File: src/rtl/mc_pkg.sv
// Shared definitions for the multicycle sequencer: FSM state encoding,
// reset PC default and decoder opcode-class helpers.
package mc_pkg;

  // Default PC loaded at reset.
  localparam logic [31:0] MC_RESET_PC = 32'h1c00_0000;

  // Number of decoder classification bits carried into the sequencer.
  localparam int OPC_CLS_W = 4;

  // One-hot sequencer states.
  typedef enum logic [6:0] {
    IF_REQ   = 7'b000_0001,
    IF_WAIT  = 7'b000_0010,
    ID       = 7'b000_0100,
    EXE      = 7'b000_1000,
    MEM_REQ  = 7'b001_0000,
    MEM_WAIT = 7'b010_0000,
    WB       = 7'b100_0000
  } mc_state_e;

  // Raw decoder flags as presented in ID.
  typedef struct packed {
    logic br_only;
    logic load;
    logic store;
    logic wr_en;
  } mc_dec_t;

  // Resolved instruction class after precedence.
  typedef enum logic [1:0] {
    CLS_ALU   = 2'd0,
    CLS_BR    = 2'd1,
    CLS_LOAD  = 2'd2,
    CLS_STORE = 2'd3
  } mc_cls_e;

  // Branch-only wins over load, load wins over store, the rest is ALU.
  function automatic mc_cls_e classify(mc_dec_t d);
    if (d.br_only)    return CLS_BR;
    else if (d.load)  return CLS_LOAD;
    else if (d.store) return CLS_STORE;
    else              return CLS_ALU;
  endfunction

endpackage

File: src/rtl/mc_req_port.sv
// Request/response handshake tracker for one memory port. Holds req until
// addr_ok, then flags a response as effective only once the address phase
// has completed on an earlier edge, so stray data_ok pulses are dropped.
module mc_req_port (
  input  logic clk,
  input  logic resetn,
  input  logic issue_i,    // sequencer is in (or entering) the request state
  input  logic addr_ok_i,
  input  logic data_ok_i,
  output logic req_o,
  output logic acc_o,      // address phase accepted this cycle
  output logic resp_o      // effective data response this cycle
);

  logic req_q;
  logic wait_q;

  assign req_o  = req_q;
  assign acc_o  = req_q & addr_ok_i;
  assign resp_o = wait_q & data_ok_i;

  // req stays up until accepted; wait covers the data phase afterwards.
  always_ff @(posedge clk or negedge resetn) begin
    if (!resetn) begin
      req_q  <= 1'b0;
      wait_q <= 1'b0;
    end else begin
      req_q  <= issue_i | (req_q & ~addr_ok_i);
      wait_q <= acc_o | (wait_q & ~data_ok_i);
    end
  end

endmodule

File: src/rtl/mc_seq_ctrl.sv
// Multicycle instruction sequencer: fetch / decode / execute / memory /
// writeback FSM, PC update, retired-instruction counter and debug PC.
module mc_seq_ctrl
  import mc_pkg::*;
#(
  parameter int                ADDR_W   = 32,
  parameter int                CNT_W    = 32,
  parameter logic [ADDR_W-1:0] RESET_PC = ADDR_W'(MC_RESET_PC)
) (
  input  logic              clk,
  input  logic              resetn,
  // instruction fetch
  output logic              inst_req,
  output logic [ADDR_W-1:0] inst_addr,
  input  logic              inst_addr_ok,
  input  logic              inst_data_ok,
  input  logic [31:0]       inst_rdata,
  // decoder classification (valid in ID)
  input  logic              dec_is_load,
  input  logic              dec_is_store,
  input  logic              dec_is_br_only,
  input  logic              dec_wr_en,
  // branch resolution
  input  logic              br_taken,
  input  logic [ADDR_W-1:0] br_target,
  // data memory
  output logic              data_req,
  output logic              data_wr,
  input  logic              data_addr_ok,
  input  logic              data_data_ok,
  // status
  output logic [31:0]       ir,
  output logic [ADDR_W-1:0] pc,
  output logic              st_id,
  output logic              st_exe,
  output logic              st_mem,
  output logic              st_wb,
  output logic              rf_we,
  output logic [CNT_W-1:0]  retire_cnt,
  output logic [ADDR_W-1:0] debug_wb_pc
);

  mc_state_e         state_q, state_d;
  logic [ADDR_W-1:0] pc_q, npc_q, next_pc, dbg_q;
  logic [31:0]       ir_q;
  logic [CNT_W-1:0]  cnt_q;
  logic              dwr_q, rfwe_q;
  logic              i_acc, i_resp, d_acc, d_resp;
  logic              retire;
  mc_dec_t           dec;
  mc_cls_e           cls;

  assign dec = '{br_only: dec_is_br_only, load: dec_is_load,
                 store: dec_is_store, wr_en: dec_wr_en};
  assign cls = classify(dec);

  // Branch targets are forced word-aligned; sequential PC wraps naturally.
  assign next_pc = br_taken ? {br_target[ADDR_W-1:2], 2'b00}
                            : pc_q + ADDR_W'(4);

  // Low target bits are dropped by the alignment above.
  logic unused_br_lo;
  assign unused_br_lo = &{1'b0, br_target[1:0]};

  mc_req_port u_inst_port (
    .clk       (clk),
    .resetn    (resetn),
    .issue_i   (state_d == IF_REQ),
    .addr_ok_i (inst_addr_ok),
    .data_ok_i (inst_data_ok),
    .req_o     (inst_req),
    .acc_o     (i_acc),
    .resp_o    (i_resp)
  );

  mc_req_port u_data_port (
    .clk       (clk),
    .resetn    (resetn),
    .issue_i   (state_d == MEM_REQ),
    .addr_ok_i (data_addr_ok),
    .data_ok_i (data_data_ok),
    .req_o     (data_req),
    .acc_o     (d_acc),
    .resp_o    (d_resp)
  );

  // Next-state decode; handshake events come from the port trackers.
  always_comb begin
    state_d = state_q;
    unique case (state_q)
      IF_REQ:   if (i_acc)  state_d = IF_WAIT;
      IF_WAIT:  if (i_resp) state_d = ID;
      ID:       state_d = (cls == CLS_BR) ? IF_REQ : EXE;
      EXE:      state_d = (cls == CLS_LOAD || cls == CLS_STORE) ? MEM_REQ : WB;
      MEM_REQ:  if (d_acc)  state_d = MEM_WAIT;
      MEM_WAIT: if (d_resp) state_d = (cls == CLS_LOAD) ? WB : IF_REQ;
      WB:       state_d = IF_REQ;
      default:  state_d = IF_REQ;
    endcase
  end

  // An instruction completes whenever control returns to fetch from a
  // terminal state; holding in IF_REQ or leaving reset does not count.
  assign retire = (state_d == IF_REQ) &&
                  (state_q == ID || state_q == MEM_WAIT || state_q == WB);

  // State, PC, IR, counters and registered control outputs.
  always_ff @(posedge clk or negedge resetn) begin
    if (!resetn) begin
      state_q <= IF_REQ;
      pc_q    <= RESET_PC;
      npc_q   <= RESET_PC;
      ir_q    <= '0;
      cnt_q   <= '0;
      dbg_q   <= '0;
      dwr_q   <= 1'b0;
      rfwe_q  <= 1'b0;
    end else begin
      state_q <= state_d;
      if (state_q == IF_WAIT && i_resp) ir_q <= inst_rdata;
      // Branch outcome is only sampled in ID; keep it for later retirement.
      if (state_q == ID) npc_q <= next_pc;
      if (retire) begin
        pc_q  <= (state_q == ID) ? next_pc : npc_q;
        cnt_q <= cnt_q + CNT_W'(1);
        dbg_q <= pc_q;
      end
      dwr_q  <= (state_d == MEM_REQ) && (cls == CLS_STORE);
      rfwe_q <= (state_d == WB) && dec_wr_en;
    end
  end

  assign inst_addr   = pc_q;
  assign pc          = pc_q;
  assign ir          = ir_q;
  assign data_wr     = dwr_q;
  assign rf_we       = rfwe_q;
  assign retire_cnt  = cnt_q;
  assign debug_wb_pc = dbg_q;

  assign st_id  = (state_q == ID);
  assign st_exe = (state_q == EXE);
  assign st_mem = (state_q == MEM_REQ) || (state_q == MEM_WAIT);
  assign st_wb  = (state_q == WB);

endmodule

File: config.mk
export PLATFORM = sky130hd
export DESIGN_NAME = mc_seq_ctrl
export DESIGN_NICKNAME = d
export VERILOG_FILES = /design/src/rtl/mc_pkg.sv /design/src/rtl/mc_req_port.sv /design/src/rtl/mc_seq_ctrl.sv
export SDC_FILE = /design/constraint.sdc
export NUM_CORES = 1
export LEC_CHECK = 0
export ABC_AREA = 0
export BUFFER_PORTS_ARGS = -buffer_cell sky130_fd_sc_hd__clkbuf_2
export CORE_MARGIN = 2
export CORE_UTILIZATION = 45
export DETAILED_ROUTE_END_ITERATION = 8
export MAX_ROUTING_LAYER = met4
export PLACE_DENSITY = 0.74
export SYNTH_ARGS = -nofsm -noshare
export SYNTH_HDL_FRONTEND = slang
export SYNTH_HIERARCHICAL = 1
export SYNTH_SLANG_ARGS = --single-unit
export TNS_END_PERCENT = 1
File: constraint.sdc
create_clock -name clk -period 2.1 [get_ports clk]
set_input_delay 0.21 -clock clk [delete_from_list [all_inputs] [get_ports clk]]
set_output_delay 0.21 -clock clk [all_outputs]
set_load 0.05 [all_outputs]
==> out/qor.csv <==
stage;metric;value;unit
floorplanning;total number of placement rows;49;
clock_tree;clock tree buffer depth;2;
power;Power Dens Cells;1400;nW/um^2
yosys;number of warning messages in the yosys log;6;
yosys;cell with the most instances after synthesis;sky130_fd_sc_hd__nand2_1;
power;Clock Power Share;21.7;%
global_routing;maximum number of pins on one net before global-route repair;71;
sta;number of hold-slack violations in the final timing report;0;
sta;upper clock frequency limit;453;MHz
cells_and_area;NumNets Final;1141;
drt;Final Routed Wirelength;21.0;mm
cells_and_area;final standard cell utilization of the core;59.8;%
yosys;top cell types by occurrence after synthesis;176 x sky130_fd_sc_hd__nand2_1, 166 x sky130_fd_sc_hd__dfrtp_1, 49 x sky130_fd_sc_hd__mux2_2;
floorplanning;Starting Density;45.6;%
drt;final routed DRC violation total;0;
worst_setup_path;type of destination of the critical path;register;
sta;Setup TNS;-2.39;ns
cells_and_area;share of final-layout standard cells stronger than drive strength 1;39.3;%
flow_run;max-capacitance violation count;0;
clock_tree;number of buffers added by the clock tree synthesis step;17;
sta;share of the clock period used by the worst path after layout;105;%
power;leakage power figure;5.43;nW
worst_setup_path;biggest cell delay along the critical path;0.63;ns
global_routing;total routing usage reported by global routing;22.8;%
clock_tree;sinks on the clock net;173;
power;maximum VDD drop;0.000982;V
drt;Via density;5.19;
global_routing;first-pass GRT wire length;34.5;mm
sta;Max transition margin;68.2;%
clock_tree;CTS H-Tree Depth;4;
global_routing;number of antenna violations at the first check in global routing;1;
worst_setup_path;cell type of the slowest stage on the worst timing path;sky130_fd_sc_hd__dfstp_2;
cells_and_area;Syn-to-layout area delta;31.2;%
drt;sum of met2 wire segment lengths after detailed routing;10.2;mm
floorplanning;die extent in y;138;um
drt;WL met3;1.38;mm
placed_design;GP Congestion;0.890;
yosys;post-synthesis instance total;804;
yosys;mean area per synthesized cell;10.1;um^2
floorplanning;IO Count;243;
power;Total Power Consumption;14.9;mW
sta;final worst path period need;2.21;ns
drt;detailed-router iteration count before antenna repair;5;
drt;routed length on met1;9.19;mm
yosys;top_reg_cell synth;sky130_fd_sc_hd__dfrtp_1;
yosys;area share of the largest cell type after synthesis;51.1;%
worst_setup_path;CP startpoint kind;register;
power;Internal Power;8.11;mW
yosys;Synth area leader;sky130_fd_sc_hd__dfrtp_1;
yosys;number of enable-type register cells in the synthesized netlist;0;
global_routing;global route total overflow;0;
sta;number of max-slew violations in the final report;0;
power;combinational fraction of design power;44.8;%
global_routing;number of global-route vias before repair;6528;
drt;via count;6780;
placed_design;final HPWL from detailed placement;15.2;mm
worst_setup_path;list of cells traversed by the critical path;nor3_2 -> a221o_1 -> a21oi_4 -> o21a_4 -> buf_12 -> mux2_2;
worst_setup_path;data required time of the critical path;2.41;ns
drt;violation count after the first detailed-route iteration;390;
clock_tree;TritonCTS clock tree;built;
yosys;cell area after technology mapping;8140;um^2
yosys;Post-synth ARST share;100;%
yosys;syn_nets;881;
drt;Highest Signal Layer;met4;
worst_setup_path;Critical Path AT;2.52;ns
drt;Final ANT Viol Nets;0;
placed_design;quantity of I/O buffers inserted on ports;240;
worst_setup_path;critical path start-end classification;register to register;
sta;worst slew pin tran;0.473;ns
worst_hold_path;type of the most critical hold path;primary input to register;
drt;detail-routed net length per standard cell;16.1;um
floorplanning;chip width;138;um
sta;crit path setup slack, layout;-0.106;ns
worst_setup_path;number of buffer and inverter stages on the critical path;1;
worst_setup_path;Top delay family on crit path;compound AO/OA/AOI/OAI gates;
clock_tree;clock slew seen by the registers of the worst setup and hold paths;0.06;ns
floorplanning;core footprint;17800;um^2
yosys;post-synthesis sequential area ratio;53.3;%
run_status;outcome;finished with violations;
sta;Clock Skews;0.0101;ns
run_status;failing checks;setup timing;
clock_tree;clock insertion delay at the later pin of the skew report;0.43;ns
power;power dissipated by switching net loads;6.81;mW
power;sequential share of power;33.6;%
sta;RSZ-0062 raised after global routing;true;
yosys;biggest area contributors in the synthesized netlist;sky130_fd_sc_hd__dfrtp_1 51%, sky130_fd_sc_hd__nand2_1 8.1%, sky130_fd_sc_hd__mux2_2 6.8%;
clock_tree;root buffer cell;sky130_fd_sc_hd__clkbuf_16;
floorplanning;area enclosed by the die boundary;19200;um^2
sta;endpoints failing setup;58;
power;Switching Fraction;45.7;%
cells_and_area;fill count;1495;
yosys;number of distinct library cell variants in the gate-level netlist after synthesis;51;
worst_setup_path;crit-path max FO;12;
yosys;number of storage elements in the synthesis netlist;173;
==> repair_timing <==
action | 4_1_cts | 5_1_grt
hold buffers | 10 | 0
resized for setup | 23 | 10
buffers inserted | 1 | 0
endpoints found under the setup margin | 72 | 93
hold endpoints to repair | 45 | 0
pin swaps | 4 | 7
==> power groups by stage <==
| stage | Combinational [mW] | Sequential [mW] | Clock [mW] |
|---|---|---|---|
| after floorplan | 2.77 | 7.31 | 0 |
| after global placement | 6.46 | 4.98 | 0 |
| after detailed placement | 6.55 | 5.04 | 0 |
| after CTS | 6.68 | 5.00 | 3.30 |
| after global routing | 7.03 | 5.13 | 3.45 |
| final | 6.68 | 5.01 | 3.23 |
==> logic make-up (layout without fill, tap and decap cells) <==
group	after synthesis	after routing	synth area share (%)
flip-flops	173	173	53.3
XOR/XNOR	58	58	6.24
other	0	1	0
AND/OR/NAND/NOR	348	348	20.2
adder cells (fa/ha/maj)	2	2	0.308
AO/OA/AOI/OAI	83	83	6.66
multiplexers	52	52	7.15
buffers and inverters	88	360	6.12
==> path summary, 6_finish.rpt <==
| kind | from | end | slack (ns) | cells after the start |
|---|---|---|---|---|
| min in group asynchronous | resetn | npc_q[23] | 0.27 | 2 |
| max reg2reg | state_q[0] | inst_addr[6] | -0.11 | 6 |
| max | state_q[0] | inst_addr[6] | -0.11 | 6 |
| min | inst_rdata[23] | ir[23] | 0.01 | 2 |
| max in group asynchronous | resetn | inst_addr[7] | 1.09 | 3 |
| min reg2reg | npc_q[0] | npc_q[0] | 0.46 | 2 |
==> layout make-up <==
class	count	area, um^2	area share [%]
inverters	15	56.3	0.527
well taps	229	287	2.68
clock buffers	20	457	4.28
multi-input cells	543	3440	32.3
flip-flops and latches	173	4340	40.7
clock inverters	11	144	1.35
repair buffers	314	1940	18.2
diodes	1	2.50	0.0234
==> registers in the layout (all words and copies together) (netlist names), 7 cells and up <==
register	cells
debug_wb_pc	32
inst_addr	32
ir	32
npc_q	32
retire_cnt	32
state_q	7
==> through the flow <==
stage	cells	instance area [um^2]	setup slack (ns)	hold WS (ns)
2_1_floorplan	804	8190	-0.249	-0.0856
3_3_place_gp	1263	9830	-0.0469	0.159
3_5_place_dp	1263	9830	-0.111	0.169
4_1_cts	1305	10600	-0.0575	0.000670
5_1_grt	1306	10700	-0.161	0.000215
6_report	1306	10700	-0.106	0.0120
==> cells in the final DEF, fill, tap and decap left out, drive strengths merged, types with 3 or more instances in the layout <==
master	n
a31oi	12
a21o	9
or2	4
o31ai	3
nand3	33
nand2b	9
xnor2	35
mux2	49
clkinvlp	4
clkinv	4
nor2	35
dlygate4sd3	10
o211ai	9
nor3	15
mux2i	3
nand4	23
dfstp	7
a21oi	9
nand2	176
buf	66
dfrtp	166
o2bb2ai	3
and2	10
inv	15
clkbuf	258
and3	14
bufinv	3
nor4	14
xor2	23
and4	8
o21ai	29
==> routing by layer <==
metal | global-route usage (%) | up-vias
met5 | - | -
met3 | 5.16 | 20
li1 | - | 3222
met1 | 29.8 | 3274
met2 | 36.7 | 264
met4 | 5.21 | 0
(Power assumes the default switching activity.)
